[config.mk]
export PLATFORM = sky130hd
export DESIGN_NAME = muldiv_sequencer
export DESIGN_NICKNAME = d
export VERILOG_FILES = /design/src/rtl/muldiv_sequencer_pkg.sv /design/src/rtl/muldiv_result_cache.sv /design/src/rtl/muldiv_sequencer.sv
export SDC_FILE = /design/constraint.sdc
export NUM_CORES = 1
export LEC_CHECK = 0
export ABC_AREA = 1
export CORE_MARGIN = 3
export CORE_UTILIZATION = 44
export CTS_BUF_LIST = sky130_fd_sc_hd__clkbuf_16
export CTS_CLUSTER_DIAMETER = 50
export DETAILED_ROUTE_END_ITERATION = 8
export PLACE_DENSITY = 0.86
export SKIP_CTS_REPAIR_TIMING = 1
export SLEW_MARGIN = 5
export SYNTH_ARGS = -nofsm -noshare
export SYNTH_HDL_FRONTEND = slang
export SYNTH_SLANG_ARGS = --single-unit
export TNS_END_PERCENT = 5
[constraint.sdc]
create_clock -name clk -period 2.9 [get_ports clk]
set_input_delay 0.29 -clock clk [delete_from_list [all_inputs] [get_ports clk]]
set_output_delay 0.29 -clock clk [all_outputs]
set_load 0.01 [all_outputs]
[src/rtl/muldiv_sequencer_pkg.sv]
`default_nettype none
// ============================================================================
//  Module      : muldiv_sequencer_pkg
//  Description : Shared M-extension opcode codes, cache tag type and the
//                IS_MULDIV helper macro (MULDIV_RESULT_CACHE_EN selects cache).
//  Revision    : 1.0 - initial release
// ============================================================================
package muldiv_sequencer_pkg;

   localparam logic [5:0] ALU_ADD    = 6'd0;
   localparam logic [5:0] ALU_MUL    = 6'd24;
   localparam logic [5:0] ALU_MULH   = 6'd25;
   localparam logic [5:0] ALU_MULHSU = 6'd26;
   localparam logic [5:0] ALU_MULHU  = 6'd27;
   localparam logic [5:0] ALU_DIV    = 6'd28;
   localparam logic [5:0] ALU_DIVU   = 6'd29;
   localparam logic [5:0] ALU_REM    = 6'd30;
   localparam logic [5:0] ALU_REMU   = 6'd31;

   typedef struct packed {
      logic [5:0]  alucode;
      logic [31:0] op1;
      logic [31:0] op2;
   } muldiv_tag_t;

endpackage

// The M codes occupy one contiguous range, so a range test is sufficient.
`ifndef IS_MULDIV
`define IS_MULDIV(code) (((code) >= muldiv_sequencer_pkg::ALU_MUL) && ((code) <= muldiv_sequencer_pkg::ALU_REMU))
`endif

`default_nettype wire

[src/rtl/muldiv_result_cache.sv]
`default_nettype none
// ============================================================================
//  Module      : muldiv_result_cache
//  Description : One-entry result cache keyed on {alucode, op1, op2}; built
//                only when MULDIV_RESULT_CACHE_EN is defined.
//  Revision    : 1.0 - initial release
// ============================================================================
module muldiv_result_cache
   import muldiv_sequencer_pkg::*;
(
   input  logic        clk,
   input  logic        rst,
   input  logic [5:0]  lookup_alucode,
   input  logic [31:0] lookup_op1,
   input  logic [31:0] lookup_op2,
   output logic        lookup_match,
   output logic [31:0] lookup_value,
   input  logic        update_en,
   input  logic [5:0]  update_alucode,
   input  logic [31:0] update_op1,
   input  logic [31:0] update_op2,
   input  logic [31:0] update_value,
   output logic        valid
);

   muldiv_tag_t r_tag;
   muldiv_tag_t w_lookup_tag;
   logic [31:0] r_value;
   logic        r_valid;

   assign w_lookup_tag = {lookup_alucode, lookup_op1, lookup_op2};
   assign lookup_match = (w_lookup_tag == r_tag);
   assign lookup_value = r_value;
   assign valid        = r_valid;

   // Only reset clears the valid flag; later updates simply overwrite.
   always_ff @(posedge clk or negedge rst) begin
      if (!rst) begin
         r_valid <= 1'b0;
         r_tag   <= '0;
         r_value <= '0;
      end else if (update_en) begin
         r_valid <= 1'b1;
         r_tag   <= {update_alucode, update_op1, update_op2};
         r_value <= update_value;
      end
   end

endmodule

`default_nettype wire

[src/rtl/muldiv_sequencer.sv]
`default_nettype none
// ============================================================================
//  Module      : muldiv_sequencer
//  Description : Sequences the shared multi-cycle mul/div unit for execute;
//                MULDIV_RESULT_CACHE_EN adds a one-entry result cache.
//  Revision    : 1.0 - initial release
// ============================================================================
module muldiv_sequencer
   import muldiv_sequencer_pkg::*;
(
   input  logic        clk,
   input  logic        rst,
   input  logic        req_valid,
   output logic        req_ready,
   input  logic [5:0]  req_alucode,
   input  logic [31:0] req_op1,
   input  logic [31:0] req_op2,
   input  logic [4:0]  req_rd,
   input  logic        flush,
   output logic        alu_start,
   output logic [5:0]  alu_alucode,
   output logic [31:0] alu_op1,
   output logic [31:0] alu_op2,
   input  logic [31:0] alu_result,
   input  logic        alu_done,
   output logic        resp_valid,
   input  logic        resp_ready,
   output logic [31:0] resp_result,
   output logic [4:0]  resp_rd,
   output logic        busy
);

   localparam logic [2:0] S_IDLE  = 3'd0;
   localparam logic [2:0] S_ISSUE = 3'd1;
   localparam logic [2:0] S_WAIT  = 3'd2;
   localparam logic [2:0] S_RESP  = 3'd3;
   localparam logic [2:0] S_DRAIN = 3'd4;

   logic [2:0]  r_state;
   logic [2:0]  w_state_next;
   logic        w_accept;
   logic        w_is_m;
   logic        w_hit;
   logic [31:0] w_hit_value;
   logic        w_wait_done;

   assign w_accept    = (r_state == S_IDLE) && req_valid && !flush;
   assign w_is_m      = `IS_MULDIV(req_alucode);
   assign w_wait_done = (r_state == S_WAIT) && alu_done && !flush;

`ifdef MULDIV_RESULT_CACHE_EN
   logic w_cache_match;
   logic w_cache_valid;

   muldiv_result_cache u_cache (
      .clk            (clk),
      .rst            (rst),
      .lookup_alucode (req_alucode),
      .lookup_op1     (req_op1),
      .lookup_op2     (req_op2),
      .lookup_match   (w_cache_match),
      .lookup_value   (w_hit_value),
      .update_en      (w_wait_done),
      .update_alucode (alu_alucode),
      .update_op1     (alu_op1),
      .update_op2     (alu_op2),
      .update_value   (alu_result),
      .valid          (w_cache_valid)
   );

   assign w_hit = w_cache_valid && w_cache_match;
`else
   assign w_hit       = 1'b0;
   assign w_hit_value = '0;
`endif

   always_ff @(posedge clk or negedge rst) begin
      if (!rst) r_state <= S_IDLE;
      else      r_state <= w_state_next;
   end

   always_comb begin
      w_state_next = r_state;
      req_ready    = 1'b0;
      alu_start    = 1'b0;
      resp_valid   = 1'b0;
      busy         = 1'b1;
      case (r_state)
         S_IDLE: begin
            req_ready = 1'b1;
            busy      = 1'b0;
            if (w_accept) w_state_next = (!w_is_m || w_hit) ? S_RESP : S_ISSUE;
         end
         S_ISSUE: begin
            alu_start    = 1'b1;
            w_state_next = flush ? S_DRAIN : S_WAIT;
         end
         S_WAIT: begin
            // A flush coinciding with done has nothing left to drain.
            if (flush)         w_state_next = alu_done ? S_IDLE : S_DRAIN;
            else if (alu_done) w_state_next = S_RESP;
         end
         S_RESP: begin
            resp_valid = 1'b1;
            if (flush || resp_ready) w_state_next = S_IDLE;
         end
         S_DRAIN: begin
            if (alu_done) w_state_next = S_IDLE;
         end
         default: w_state_next = S_IDLE;
      endcase
   end

   // The unit decodes alu_* combinationally, so they move only on acceptance.
   always_ff @(posedge clk or negedge rst) begin
      if (!rst) begin
         alu_alucode <= '0;
         alu_op1     <= '0;
         alu_op2     <= '0;
         resp_result <= '0;
         resp_rd     <= '0;
      end else begin
         if (w_accept) begin
            alu_alucode <= req_alucode;
            alu_op1     <= req_op1;
            alu_op2     <= req_op2;
            resp_rd     <= req_rd;
            if (!w_is_m)    resp_result <= '0;
            else if (w_hit) resp_result <= w_hit_value;
         end
         if (w_wait_done) resp_result <= alu_result;
      end
   end

endmodule

`default_nettype wire
==> reports/results.ini <==
[pwr]
power.density_nw_per_um2=1010
swShare_pct=35.6
leakage_nw=3.49
ir_drop_v=0.000464
p_seq_share_pct=36.4
p_int_w=0.00462
p_clk_share_pct=18.0
p_sw_w=0.00256
combPwrFrac_pct=45.6

[layout]
synthToLayoutAreaGrowth_pct=56.0
final_common_cell=nand2_1
nNetsFinal=837
layout-drive-gt1-share_pct=4.66
diodes=0
fill_cells=756
final_cell_mix=nand2_1, clkdlybuf4s50_1, nand3_1
postLayoutCoreUtil_pct=71.8

[clock_network]
cts_sinks=110
clock_latency_ns=0.34
clk_pin_slew_ns=0.07
cts_buffers=9
clock_path_buffers=2
htreeDepth=3
cts_tree=built
cts_root_buffer=clkbuf_16

[synth]
yosys.area_share.adder_pct=0
synth.distinct_cells=17
synthMuxAreaShare_pct=0
ys_warn_count=0
postSynthAreaPerCell_um2=8.84
syn_inst=516
synth_compound_area_share_pct=0.274
synth-xor-area-share_pct=0
synth-simple-area-share_pct=33.5
synth-seq-area-share_pct=60.3
syn_area_um2=4560
synth_top_family_by_area=simple AND/OR/NAND/NOR gates
synth_seq_cells=110
synth_nets=629

[sta]
tns_ns=0
clock_skew_ns=0.00424
min_period_ns=2.37
slew-limit-headroom_pct=56.6
finalSetupViolCount=0
rsz0062_at_grt=false
hold_violations=49
slew_viol_final=0
worst_pin_slew_ns=0.651
fin_crit_sh_pct=81.8
hold_slack_ns=-0.0320
fmax_mhz=422

[critical_path]
criticalPathCategory=reg -> out
worstPathRequired_ns=2.61
end_kind=primary output
crit_fanout=26
worst_ep_arrival_time_ns=2.08
cp-start-kind=register

[placement]
gp_congestion=0.815
port_buffers=223
hpwlAfterDp_mm=9.71

[routing]
drc=0
wl_per_cell_um=15.7
wirelength_mm=13.6
firstDrtPassIters=5
num_vias=4371
drtAntennaViolNets=0
vias_per_cell=5.07
drt-initial-drc-count=277

[global_routing]
grt_max_degree=62
antenna_found_initial=0
grt_use_total_pct=23.4
grt_overflow=0
grt_pass1_vias=4354
grt_pass1_wl_mm=21.4

[outcome]
run_status=complete, but fails checks
violations=hold timing

[run]
maxCapViolations=0

[floorplanning]
die_y_um=108
die_area_um2=11600
initial_utilization_pct=46.0
num_rows=36
core-area_um2=9910
num_io_pins=224
die_w_um=108

[worst_hold_path]
hold_class=in -> async

[path summary, 6_finish.rpt]
path / start / to / slack (ns) / cells past startpoint
min in group clk: alu_op1[29] / alu_op1[29] / 0.47 / 2
worst max-delay path: r_state[1] / req_ready / 0.53 / 4
worst min-delay path: rst / alu_op2[27] / -0.03 / 1
max in group asynchronous: rst / alu_op1[1] / 2.16 / 2
worst min register to register: alu_op1[29] / alu_op1[29] / 0.47 / 2
worst max register to register: r_state[1] / alu_op1[19] / 0.91 / 6
[cells by family after synthesis]
kind of cell	Yosys count
AND/OR/NAND/NOR	358
AO/OA/AOI/OAI	2
buffers and inverters	46
flip-flops	110
[metal layers]
layer	vias to the layer above	wire length, um	share of wire, %	global-route usage [%]
li1	2057	-	-	-
met1	2080	5270	39	28.8
met2	214	6670	49	38.2
met3	20	1380	10	7.20
met4	0	240	1.8	9.47
met5	-	0	0	0
[synthesized netlist by cell type]
master / n / area (um2)
nor2_1: 9 / 33.8
o21ai_0: 1 / 5.00
nand3_2: 2 / 20.0
dfrtp_1: 110 / 2750
buf_4: 5 / 37.5
nand4_1: 1 / 6.26
buf_6: 7 / 78.8
buf_2: 20 / 100
nand2_2: 1 / 6.26
inv_2: 5 / 18.8
nand2_4: 1 / 11.3
o211ai_1: 1 / 7.51
inv_1: 8 / 30.0
nand3_1: 115 / 576
nand2_1: 227 / 852
clkbuf_1: 1 / 3.75
nor2_4: 2 / 22.5
[layout make-up]
type | instances | area, um2 | share of cell area, %
Timing Repair Buffer | 230 | 2290 | 32.2
Inverter | 13 | 48.8 | 0.686
Clock inverter | 7 | 88.8 | 1.25
Sequential cell | 110 | 2750 | 38.7
Tap cell | 133 | 166 | 2.34
Clock buffer | 9 | 225 | 3.16
Multi-Input combinational cell | 360 | 1540 | 21.6
[flip-flops by register name, summed over array words and instances (netlist names)]
signal and count:
resp_result 32, alu_op2 32, resp_rd 5, alu_op1 32, r_state 3, alu_alucode 6
[worst max-delay path, stage by stage, from the launching register on]
cell,delay [ns]
dfrtp_1,0.49
nor2_4,0.18
nand2_4,0.08
inv_2,0.35
clkdlybuf4s50_1,0.65
[stage by stage]
stage                     instance area, um2  std cells  worst slack [ns]  total power [W]  hold WS [ns]
after floorplan                         4560        516              1.60          0.00410      -0.00559
after global placement                  6800        846             0.755          0.00580         0.341
after detailed placement                6800        846             0.655          0.00593         0.357
after CTS                               7120        862             0.514          0.00725       -0.0113
after global routing                    7120        862             0.414          0.00767        0.0169
final                                   7120        862             0.528          0.00718       -0.0320
[power groups by stage]
stage	registers, W	clock network [W]	logic [W]
after floorplan	0.00290	0	0.00120
after global placement	0.00259	0	0.00321
after detailed placement	0.00263	0	0.00330
after CTS	0.00261	0.00132	0.00332
after global routing	0.00270	0.00138	0.00360
final	0.00262	0.00129	0.00328
Power figures use the tool's default switching activity.
==> edit, RTL diff (same settings) <==
The option `MULDIV_RESULT_CACHE_EN` is turned on by a define.
--- a/src/rtl/muldiv_sequencer.sv
+++ b/src/rtl/muldiv_sequencer.sv
@@ -7,2 +7,4 @@
 // ============================================================================
+`define MULDIV_RESULT_CACHE_EN
+
 module muldiv_sequencer
Behaviour: not the same (a bounded check fails within 10 cycles, from zero or initial values and one cycle with rst low).
==> edit against the original RTL <==
- sequential cell count is 103 higher
- area after synthesis grew 110%
- cell area grew 81%
- first-iteration DRC count grew 88%
- register-to-register slack got worse by 0.20 ns
- utilization shrank 11 points
- routed wire length increased by 90%
- worst setup slack improved by 0.18 ns
- power grew 84%
- sequential share of layout area increased by 2.7 points
==> edit: results (changes against the original RTL) <==
outcome=complete, no violations (was complete, but fails checks); initial antenna violation count=0 (unchanged); Port-buffer cells=223 (unchanged); Distinct cells, synth=29 (was 17); share of cells above drive strength 1=6.50% (was 4.66%); sequential area share after synthesis=55.8% (was 60.3%); Max rail drop VDD=623 uV (was 464 uV); Setup CP Type=reg -> reg (was reg -> out); Layout Skew=0.00944 ns (was 0.00424 ns); Place WS=0.320 ns (was 0.655 ns); CTS buffer count=28 (was 9); GR Util All Layers=21.5% (was 23.4%); worst hold path class=in -> async (unchanged); syn_area_per_cell=8.29 sq um (was 8.84 sq um); largest cells by area after synthesis=dfrtp_1 56%, nand2_1 17%, o21ai_0 6.6% (was dfrtp_1 60%, nand2_1 19%, nand3_1 13%); number of flip-flops in the largest register=70; placed cell area=12000 sq um (was 6800 sq um); final non-filler cell total=1659 (was 862); number of nets in the layout=1477 (was 837); detailed placement HPWL=18.0 mm (was 9.71 mm); Synth Net Count=1265 (was 629); sw frac=34.8% (was 35.6%); Ys Warns=0 (unchanged); global-route wire length before repair=41.8 mm (was 21.4 mm); CP delay by family, top=simple AND/OR/NAND/NOR gates (was buffers and inverters); period utilisation layout=75.4% (was 81.8%); slowest cell on the critical path=buf_12 (was clkdlybuf4s50_1); RD Place Congestion=0.827 (was 0.815); worst-path fanout max=202 (was 26); R2R Setup Slk=0.71 ns (was 0.91 ns); r2r startpoint=r_state[2]$_DFFE_PN0P_ (was r_state[1]$_DFFE_PN0P_); Post-synth top cells=442 x nand2_1, 213 x dfrtp_1, 126 x o21ai_0 (was 227 x nand2_1, 115 x nand3_1, 110 x dfrtp_1); Switching Power=4600 uW (was 2560 uW); H-tree levels=1 (was 3); top power group=sequential cells (was combinational cells); first drt pass iteration count=5 (unchanged); Clk pwr share=24.8% (was 18.0%); cell total after placement=1608 (was 846); leakage power=0.00627 uW (was 0.00349 uW); vias=8272 (was 4371); Clk pin slew, worst setup/hold paths=~0.06 ns; # diodes=0 (unchanged); clock latency on the worst-skew pair=0.52 ns (was 0.34 ns); clock root buffer=clkbuf_16 (unchanged); wire length per cell=15.6 microns (was 15.7 microns); Post-synth ARST share=100% (unchanged); share of power burned in combinational logic=35.7% (was 45.6%); R2R cell count=8 (was 6); CP Data Arrival Time=2.65 ns (was 2.08 ns); CTS Buffer Depth=3 (was 2); largest net degree at the start of global routing=203 (was 62); 1st-iter DRT viols=521 (was 277); worst setup path endpoint=resp_result[16]$_DFFE_PN0P_ (was req_ready); relative slew slack=45.8% (was 56.6%); Biggest register=u_cache.r_tag; Slowest Stage Delay on Critical Path=0.57 ns (was 0.65 ns)
==> edit: layout make-up <==
class                           instances  area [sq um]
Clock buffer                           29           726
Clock inverter                         21           170
Fill cell                            1735          8270
Inverter                              137           514
Multi-Input combinational cell        750          3440
Sequential cell                       213          5330
Tap cell                              275           344
Timing Repair Buffer                  234          2360
==> edit: cells by family (layout without fill, tap and decap cells) <==
kind of cell           count (synthesis)  after routing  synth area share [%]
buffers and inverters                189            421                  8.24
multiplexers                          18             18                  2.12
flip-flops                           213            213                  55.8
XOR/XNOR                              13             13                  1.19
AND/OR/NAND/NOR                      536            536                  22.2
AO/OA/AOI/OAI                        183            183                  10.5
==> edit: layer usage <==
layer	vias to the layer above	global-route usage, %	wire, microns
li1	4031	-	-
met1	3900	29.5	11200
met2	300	35.4	12100
met3	41	5.04	1990
met4	0	4.42	577
met5	-	0	0
==> edit: worst min-delay path by stage <==
| stage | from | endpoint | cells after the start | slack [ns] |
|---|---|---|---|---|
| final | rst | u_cache.lookup_value[25]$_DFFE_PN0P_ | 2 | 0.32 |
| after global routing | rst | resp_result[30]$_DFFE_PN0P_ | 2 | 0.38 |
| after CTS | rst | u_cache.lookup_value[25]$_DFFE_PN0P_ | 1 | -0.24 |
| after detailed placement | rst | u_cache.lookup_value[25]$_DFFE_PN0P_ | 1 | 0.30 |
| after global placement | rst | resp_result[30]$_DFFE_PN0P_ | 1 | 0.30 |
| after floorplan | rst | alu_alucode[0]$_DFFE_PN0P_ | 0 | -0.006 |
==> edit: worst reg2reg max path, cell delays in order (launching register included) <==
cell and delay [ns]:
dfrtp_1 0.44, nor3_2 0.22, nand2_1 0.15, nor2_4 0.16
buf_12 0.57, nand2_1 0.25, o31ai_1 0.12, nand3_1 0.12
nand2_1 0.10
